`src/rtl/seq_decoder.sv`:
```
// Sequenced instruction decoder: latches an instruction, steps through operand
// cycles, fires one execution-unit start strobe and waits for done or timeout.
module seq_decoder #(
  parameter int DATA_W       = 16,
  parameter int OP_W         = 4,
  parameter int FIELD_W      = 6,
  parameter int IDX_W        = 4,
  parameter int IMM_SIGN_EXT = 0,
  parameter int TIMEOUT      = 16
) (
  input  logic              clk,
  input  logic              reset,
  input  logic              ir_load,
  input  logic [DATA_W-1:0] instruction,
  output logic              ready,
  output logic [OP_W-1:0]   op_code,
  output logic [IDX_W-1:0]  index,
  output logic              iri_en,
  output logic              irj_en,
  output logic              bus_oe,
  output logic [DATA_W-1:0] bus_out,
  output logic              alu_start,
  output logic              mov_start,
  output logic              ldsr_start,
  input  logic              exec_done,
  output logic              illegal,
  output logic              timeout
);

  localparam logic [2:0] S_IDLE   = 3'd0;
  localparam logic [2:0] S_DECODE = 3'd1;
  localparam logic [2:0] S_OPA    = 3'd2;
  localparam logic [2:0] S_OPB    = 3'd3;
  localparam logic [2:0] S_START  = 3'd4;
  localparam logic [2:0] S_WAIT   = 3'd5;

  localparam int CNT_W = (TIMEOUT < 2) ? 1 : $clog2(TIMEOUT);
  localparam logic [CNT_W-1:0] CNT_LAST = CNT_W'(TIMEOUT - 1);

  logic [2:0]        state_q, state_d;
  logic [DATA_W-1:0] ir_q, ir_d;
  logic [CNT_W-1:0]  cnt_q, cnt_d;

  logic [OP_W-1:0]    opcode;
  logic [FIELD_W-1:0] field_i, field_j;
  logic [31:0]        op_ext;
  logic [DATA_W-1:0]  imm_ext;
  logic               is_alu_rr, is_mov, is_addi, is_ldsr, is_illegal;
  logic               wait_expired;
  logic               unused_field_i;

  assign opcode  = ir_q[DATA_W-1 -: OP_W];
  assign field_i = ir_q[2*FIELD_W-1 -: FIELD_W];
  assign field_j = ir_q[FIELD_W-1:0];
  assign op_ext  = 32'(opcode);
  // Only the low IDX_W bits of field i ever reach an output.
  assign unused_field_i = ^field_i;

  assign is_alu_rr  = (op_ext <= 32'd5);
  assign is_mov     = (op_ext == 32'd6);
  assign is_addi    = (op_ext == 32'd7);
  assign is_ldsr    = (op_ext == 32'd8);
  assign is_illegal = (op_ext > 32'd8);

  for (genvar gi = 0; gi < DATA_W; gi++) begin : g_imm
    if (gi < FIELD_W) begin : g_field
      assign imm_ext[gi] = field_j[gi];
    end else begin : g_ext
      assign imm_ext[gi] = (IMM_SIGN_EXT != 0) ? field_j[FIELD_W-1] : 1'b0;
    end
  end

  // Timeout is a pure state decode so no input reaches an output combinationally.
  assign wait_expired = (state_q == S_WAIT) && (cnt_q == CNT_LAST);

  always_comb begin
    state_d = state_q;
    ir_d    = ir_q;
    cnt_d   = cnt_q;
    case (state_q)
      S_IDLE: begin
        if (ir_load) begin
          ir_d    = instruction;
          state_d = S_DECODE;
        end
      end
      S_DECODE: state_d = is_illegal ? S_IDLE : S_OPA;
      S_OPA:    state_d = S_OPB;
      S_OPB:    state_d = S_START;
      S_START: begin
        cnt_d   = '0;
        state_d = S_WAIT;
      end
      S_WAIT: begin
        if (exec_done || wait_expired) begin
          state_d = S_IDLE;
        end else begin
          cnt_d = cnt_q + 1'b1;
        end
      end
      default: state_d = S_IDLE;
    endcase
  end

  always_ff @(posedge clk) begin
    if (reset) begin
      state_q <= S_IDLE;
      ir_q    <= '0;
      cnt_q   <= '0;
    end else begin
      state_q <= state_d;
      ir_q    <= ir_d;
      cnt_q   <= cnt_d;
    end
  end

  always_comb begin
    ready      = (state_q == S_IDLE);
    op_code    = (state_q == S_IDLE) ? '0 : opcode;
    index      = '0;
    iri_en     = 1'b0;
    irj_en     = 1'b0;
    bus_oe     = 1'b0;
    bus_out    = '0;
    alu_start  = 1'b0;
    mov_start  = 1'b0;
    ldsr_start = 1'b0;
    illegal    = (state_q == S_DECODE) && is_illegal;
    timeout    = wait_expired;
    if (state_q == S_OPA) begin
      iri_en = 1'b1;
      index  = field_i[IDX_W-1:0];
    end
    if (state_q == S_OPB) begin
      if (is_addi) begin
        bus_oe  = 1'b1;
        bus_out = imm_ext;
      end else begin
        irj_en = 1'b1;
        index  = field_j[IDX_W-1:0];
      end
    end
    if (state_q == S_START) begin
      alu_start  = is_alu_rr || is_addi;
      mov_start  = is_mov;
      ldsr_start = is_ldsr;
    end
  end

endmodule

```
`config.mk`:
```
export PLATFORM = sky130hd
export DESIGN_NAME = seq_decoder
export DESIGN_NICKNAME = d
export VERILOG_FILES = /design/src/rtl/seq_decoder.sv
export SDC_FILE = /design/constraint.sdc
export NUM_CORES = 1
export LEC_CHECK = 0
export CAP_MARGIN = 20
export CELL_PAD_IN_SITES_DETAIL_PLACEMENT = 0
export CELL_PAD_IN_SITES_GLOBAL_PLACEMENT = 2
export CORE_ASPECT_RATIO = 1.1
export CORE_MARGIN = 2
export CORE_UTILIZATION = 24
export CTS_CLUSTER_DIAMETER = 200
export CTS_CLUSTER_SIZE = 12
export DETAILED_ROUTE_END_ITERATION = 12
export MAX_ROUTING_LAYER = met4
export PLACE_DENSITY = 0.9
export SYNTH_ARGS = -nofsm -noshare
export SYNTH_HDL_FRONTEND = slang
export SYNTH_SLANG_ARGS = --single-unit
```
`constraint.sdc`:
```
create_clock -name clk -period 2.7 [get_ports clk]
set_clock_uncertainty 0.15 [all_clocks]
set_input_delay 0.27 -clock clk [delete_from_list [all_inputs] [get_ports clk]]
set_output_delay 0.27 -clock clk [all_outputs]
set_load 0.01 [all_outputs]
```
# Yosys cells after proc, flatten, opt, wreduce, memory -nomap -nowiden
# Cells that the tools add are included.
# classes
n_eq_ne	12
n_reduce_logical	9
add_sub_neg	1
magnitude_cmp	2
mux	20
# op_table
cell	n
4-bit two-way mux	5
3-bit case mux with 6 select lines	1
6-bit two-way mux	2
4-bit by 3-bit == test with 1-bit output, second input constant	2
4-bit == test, second input constant	2
1-bit two-way mux	8
4-bit case mux with 2 select lines	1
3-bit by 2-bit == test with 1-bit output, second input constant	2
3-bit == test, second input constant	2
3-bit two-way mux	2
2-bit AND reduction	3
4-bit by 1-bit adder with 4-bit output, second input constant	1
4-bit > comparator, second input constant	1
4-bit by 3-bit less-or-equal comparator with 1-bit output, second input constant	1
2-bit != test, second input constant	2
3-bit by 1-bit == test with 1-bit output, second input constant	1
3-bit zero test	1
1-bit logical AND	2
1-bit logical OR	2
2-bit two-way mux	1
2-bit by 1-bit != test with 1-bit output, second input constant	1
2-bit nonzero test	1
# totals
ff_bits	23
elab_cells	47
output_inout_bits	33
in_bits	20

# Logic depth before layout (Yosys ltp)
# logic_depth
ltp_word	5
ltp_mapped	6

# Worst setup path before layout
# No wires, ideal clock.
# synth_path
path_type	flip-flop to output port
start	register state_q[1]
end	output port index[0]
path_buffers	1
arrival_time_ps	1264
setup_slack_ps	1016
stages_incl_launch_ff	5
cell_sequence	dfxtp_1 -> buf_2 -> nand3b_1 -> nor2b_1 -> a22o_1
# synth_via
elab_chain_cells	4
word_cells_on_any_way	5
classes_between	eq/ne (2); mux (3)
# synth_rtl
element	line_no	source
from (decl)	40	logic [2:0] state_q, state_d;
from (signal assigned)	111	state_q <= state_d;
3-bit by 2-bit == test with 1-bit output	130	if (state_q == S_OPA) begin
4-bit two-way mux	130	
4-bit two-way mux	135	if (is_addi) begin
4-bit two-way mux *	134	if (state_q == S_OPB) begin
to (decl)	17	output logic [IDX_W-1:0] index,
# Every way passes the cells marked *; elsewhere a longest branch is shown, timed or not.

# Worst setup path in the final report
# layout_path
start	register state_q[0]
end	output port bus_out[3]
# layout_via
elab_chain_cells	2
# layout_rtl
element	line_no	source
3-bit by 2-bit == test with 1-bit output	134	
6-bit two-way mux	134	
to (decl)	21	output logic [DATA_W-1:0] bus_out,
# Every way passes these cells.

==> impl_metrics.py <==
metrics = {
    "setup_path": {
        "r2r_cells": 4,
        "cp-start-kind": "flip-flop",
        "crit_end": "bus_out[3]",
        "r2r_end": "ir_q[3]",
        "r2r_slack_ns": 0.81,
        "critPathMaxFanout": 9,
        "r2r-start": "state_q[0]",
        "worstPathRequired_ns": 2.28,
        "arrival_ns": 2.01,
        "end_kind": "output port",
        "crit_type": "flip-flop to output port",
        "cp-startpoint": "state_q[0]",
    },
    "sta": {
        "rsz0062_at_grt": "no",
        "report.final.setup_viol": 0,
        "slew_headroom_pct": 65.1,
        "post-route-min-period_ns": 2.43,
        "fmax_mhz": 412,
        "period_share_pct": 89.9,
        "finalSetupTns_ns": 0,
        "hold_viol": 0,
        "setup_ws_ns": 0.273,
        "slew_violations": 0,
        "tightest_slew_ns": 0.520,
    },
    "cells_and_area": {
        "diodes": 0,
        "synthToLayoutAreaGrowth_pct": 40.0,
        "final_common_cell": "clkdlybuf4s50_1",
        "layout.nets": 210,
        "stdcell_count": 244,
        "fill_cells": 524,
        "final_core_util_pct": 35.1,
        "final_cell_mix": "40 x clkdlybuf4s50_1, 31 x nand2_1, 21 x dfxtp_1, 17 x a21oi_1, 10 x conb_1",
        "layout-drive-gt1-share_pct": 6.38,
    },
    "placement": {
        "place_inst": 240,
        "post-place-ws_ns": 0.556,
        "place_congestion": 0.753,
        "port_buffers": 40,
        "place_hpwl_um": 2090,
    },
    "clock_network": {
        "cts-root-buf": "clkbuf_8",
        "cts_tree": "built",
        "cts_resized": 0,
        "postCtsSetupRepairBufs": 0,
        "path_clk_slew_ns": 0.08,
        "cts_sinks": 21,
        "cts_hold_buf": 0,
        "clockBufferDepth": 2,
        "htree_num_levels": 1,
        "clk_latency_ns": 0.26,
        "cts_buffers": 3,
    },
    "yosys": {
        "seq_area_frac_synth_pct": 35.8,
        "syn_inst": 148,
        "synthArstFlopShare_pct": 0,
        "syn_area_per_cell_um2": 7.93,
        "synth_cell_type_count": 33,
        "synth_edf_count": 0,
        "mappedNetlistArea_um2": 1170,
        "ys_ff_latch": 21,
        "synth_ff_type": "dfxtp_1",
        "yosysWarnings": 0,
    },
    "floorplan": {
        "rows": 26,
        "start_util_pct": 25.1,
        "die-area_um2": 5470,
        "dieHeight_um": 77.3,
        "pin_count": 53,
        "die_w_um": 70.7,
        "core_region_area_um2": 4680,
    },
    "outcome": {
        "outcome": "finished, final reports clean",
    },
    "drt": {
        "first_pass_iters": 4,
        "drt-total-wl_um": 2880,
        "via_per_inst": 4.53,
        "wl_per_cell_um": 11.8,
        "vias": 1106,
        "drtIter0Drc": 61,
        "drc_errors": 0,
        "postRouteAntennaNets": 0,
    },
    "power_and_ir_drop": {
        "power_density_nw_per_um2": 434,
        "power.total_mw": 0.713,
        "p_leak_nw": 0.590,
        "ir_drop_v": 0.000185,
    },
    "grt": {
        "antenna_found_initial": 0,
        "grt_overflow": 0,
        "grt_pass1_wl_um": 4620,
        "grt_max_degree": 20,
        "grt_usage_pct": 10.6,
        "grt_pass1_vias": 1012,
    },
    "flow_run": {
        "maxCapViolCount": 0,
    },
    "min_path": {
        "worstHoldPathType": "flip-flop to flip-flop",
    },
}
-- where the power goes --
group	leakage (nW)	switching, mW	internal [mW]
logic	0.396	0.0737	0.0744
clock network	0.0217	0.114	0.104
registers	0.172	0.0177	0.329
-- cells by family after synthesis --
logic type | share of synthesized area [%]
flip-flops | 35.8
adder cells (fa/ha/maj) | 1.07
other | 0.320
AO/OA/AOI/OAI | 17.1
AND/OR/NAND/NOR | 34.4
buffers and inverters | 11.3
-- synthesized netlist by cell type (2+ instances only) --
master / n / area share, %
nor3_1: 2 / 0.85
nand3_1: 3 / 1.3
and2_1: 6 / 3.2
nor2_1: 5 / 1.6
a211oi_1: 2 / 1.3
nand2_1: 31 / 9.9
buf_2: 4 / 1.7
nor2b_1: 6 / 3.2
o31ai_1: 2 / 1.3
dfxtp_1: 21 / 36
nand4b_1: 2 / 1.5
and3_1: 2 / 1.1
clkbuf_1: 3 / 0.96
nor3b_1: 2 / 1.3
nor4b_1: 2 / 1.5
a31oi_1: 3 / 1.6
nand3b_1: 5 / 3.2
buf_6: 2 / 1.9
a21oi_1: 17 / 7.2
nand2b_1: 2 / 1.1
buf_4: 10 / 6.4
o21bai_1: 2 / 1.3
a22o_1: 4 / 3.0
-- layer usage --
metal  vias to the layer above  routed length (um)  global-route usage (%)
met5                         -                   0                       -
met4                         0                  16                    2.83
met3                         2                 180                    2.86
met2                        29                1370                    17.4
met1                       500                1310                    12.8
li1                        575                   -                       -
-- sequential cells by signal (all words and copies together) (netlist names) --
signal	cells
cnt_q	4
state_q	3
ir_q	14
-- worst max-delay path, cell delays in order, from the launching register on --
cell	delay [ns]
dfxtp_1	0.49
nand3b_1	0.16
nor2_1	0.35
and2_1	0.19
clkdlybuf4s50_1	0.55
-- stage by stage --
stage / cell area [um2] / hold WS, ns
finish: 1640 / 0.306
global route: 1640 / 0.329
CTS: 1640 / 0.310
detailed placement: 1590 / 0.297
global placement: 1590 / 0.294
floorplan: 1210 / 0.256
-- layout make-up --
type / instances / area (um2) / share of cell area (%)
clock buffer: 3 / 41.3 / 2.51
clock inverter: 1 / 7.51 / 0.457
inverter: 1 / 3.75 / 0.228
multi-input combinational: 116 / 654 / 39.8
sequential: 21 / 420 / 25.6
tap: 56 / 70.1 / 4.27
timing repair buffer: 46 / 445 / 27.1
-- worst min path at each step --
stage	start	end	slack (ns)	depth (start not counted)
3_3_place_gp	ir_q[4]	ir_q[4]	0.29	2
3_5_place_dp	ir_q[5]	ir_q[5]	0.30	2
5_1_grt	ir_q[5]	ir_q[5]	0.33	2
2_1_floorplan	instruction[4]	ir_q[4]	0.26	2
6_report	ir_q[5]	ir_q[5]	0.31	2
4_1_cts	ir_q[4]	ir_q[4]	0.31	2
Power figures use the tool's default switching activity.
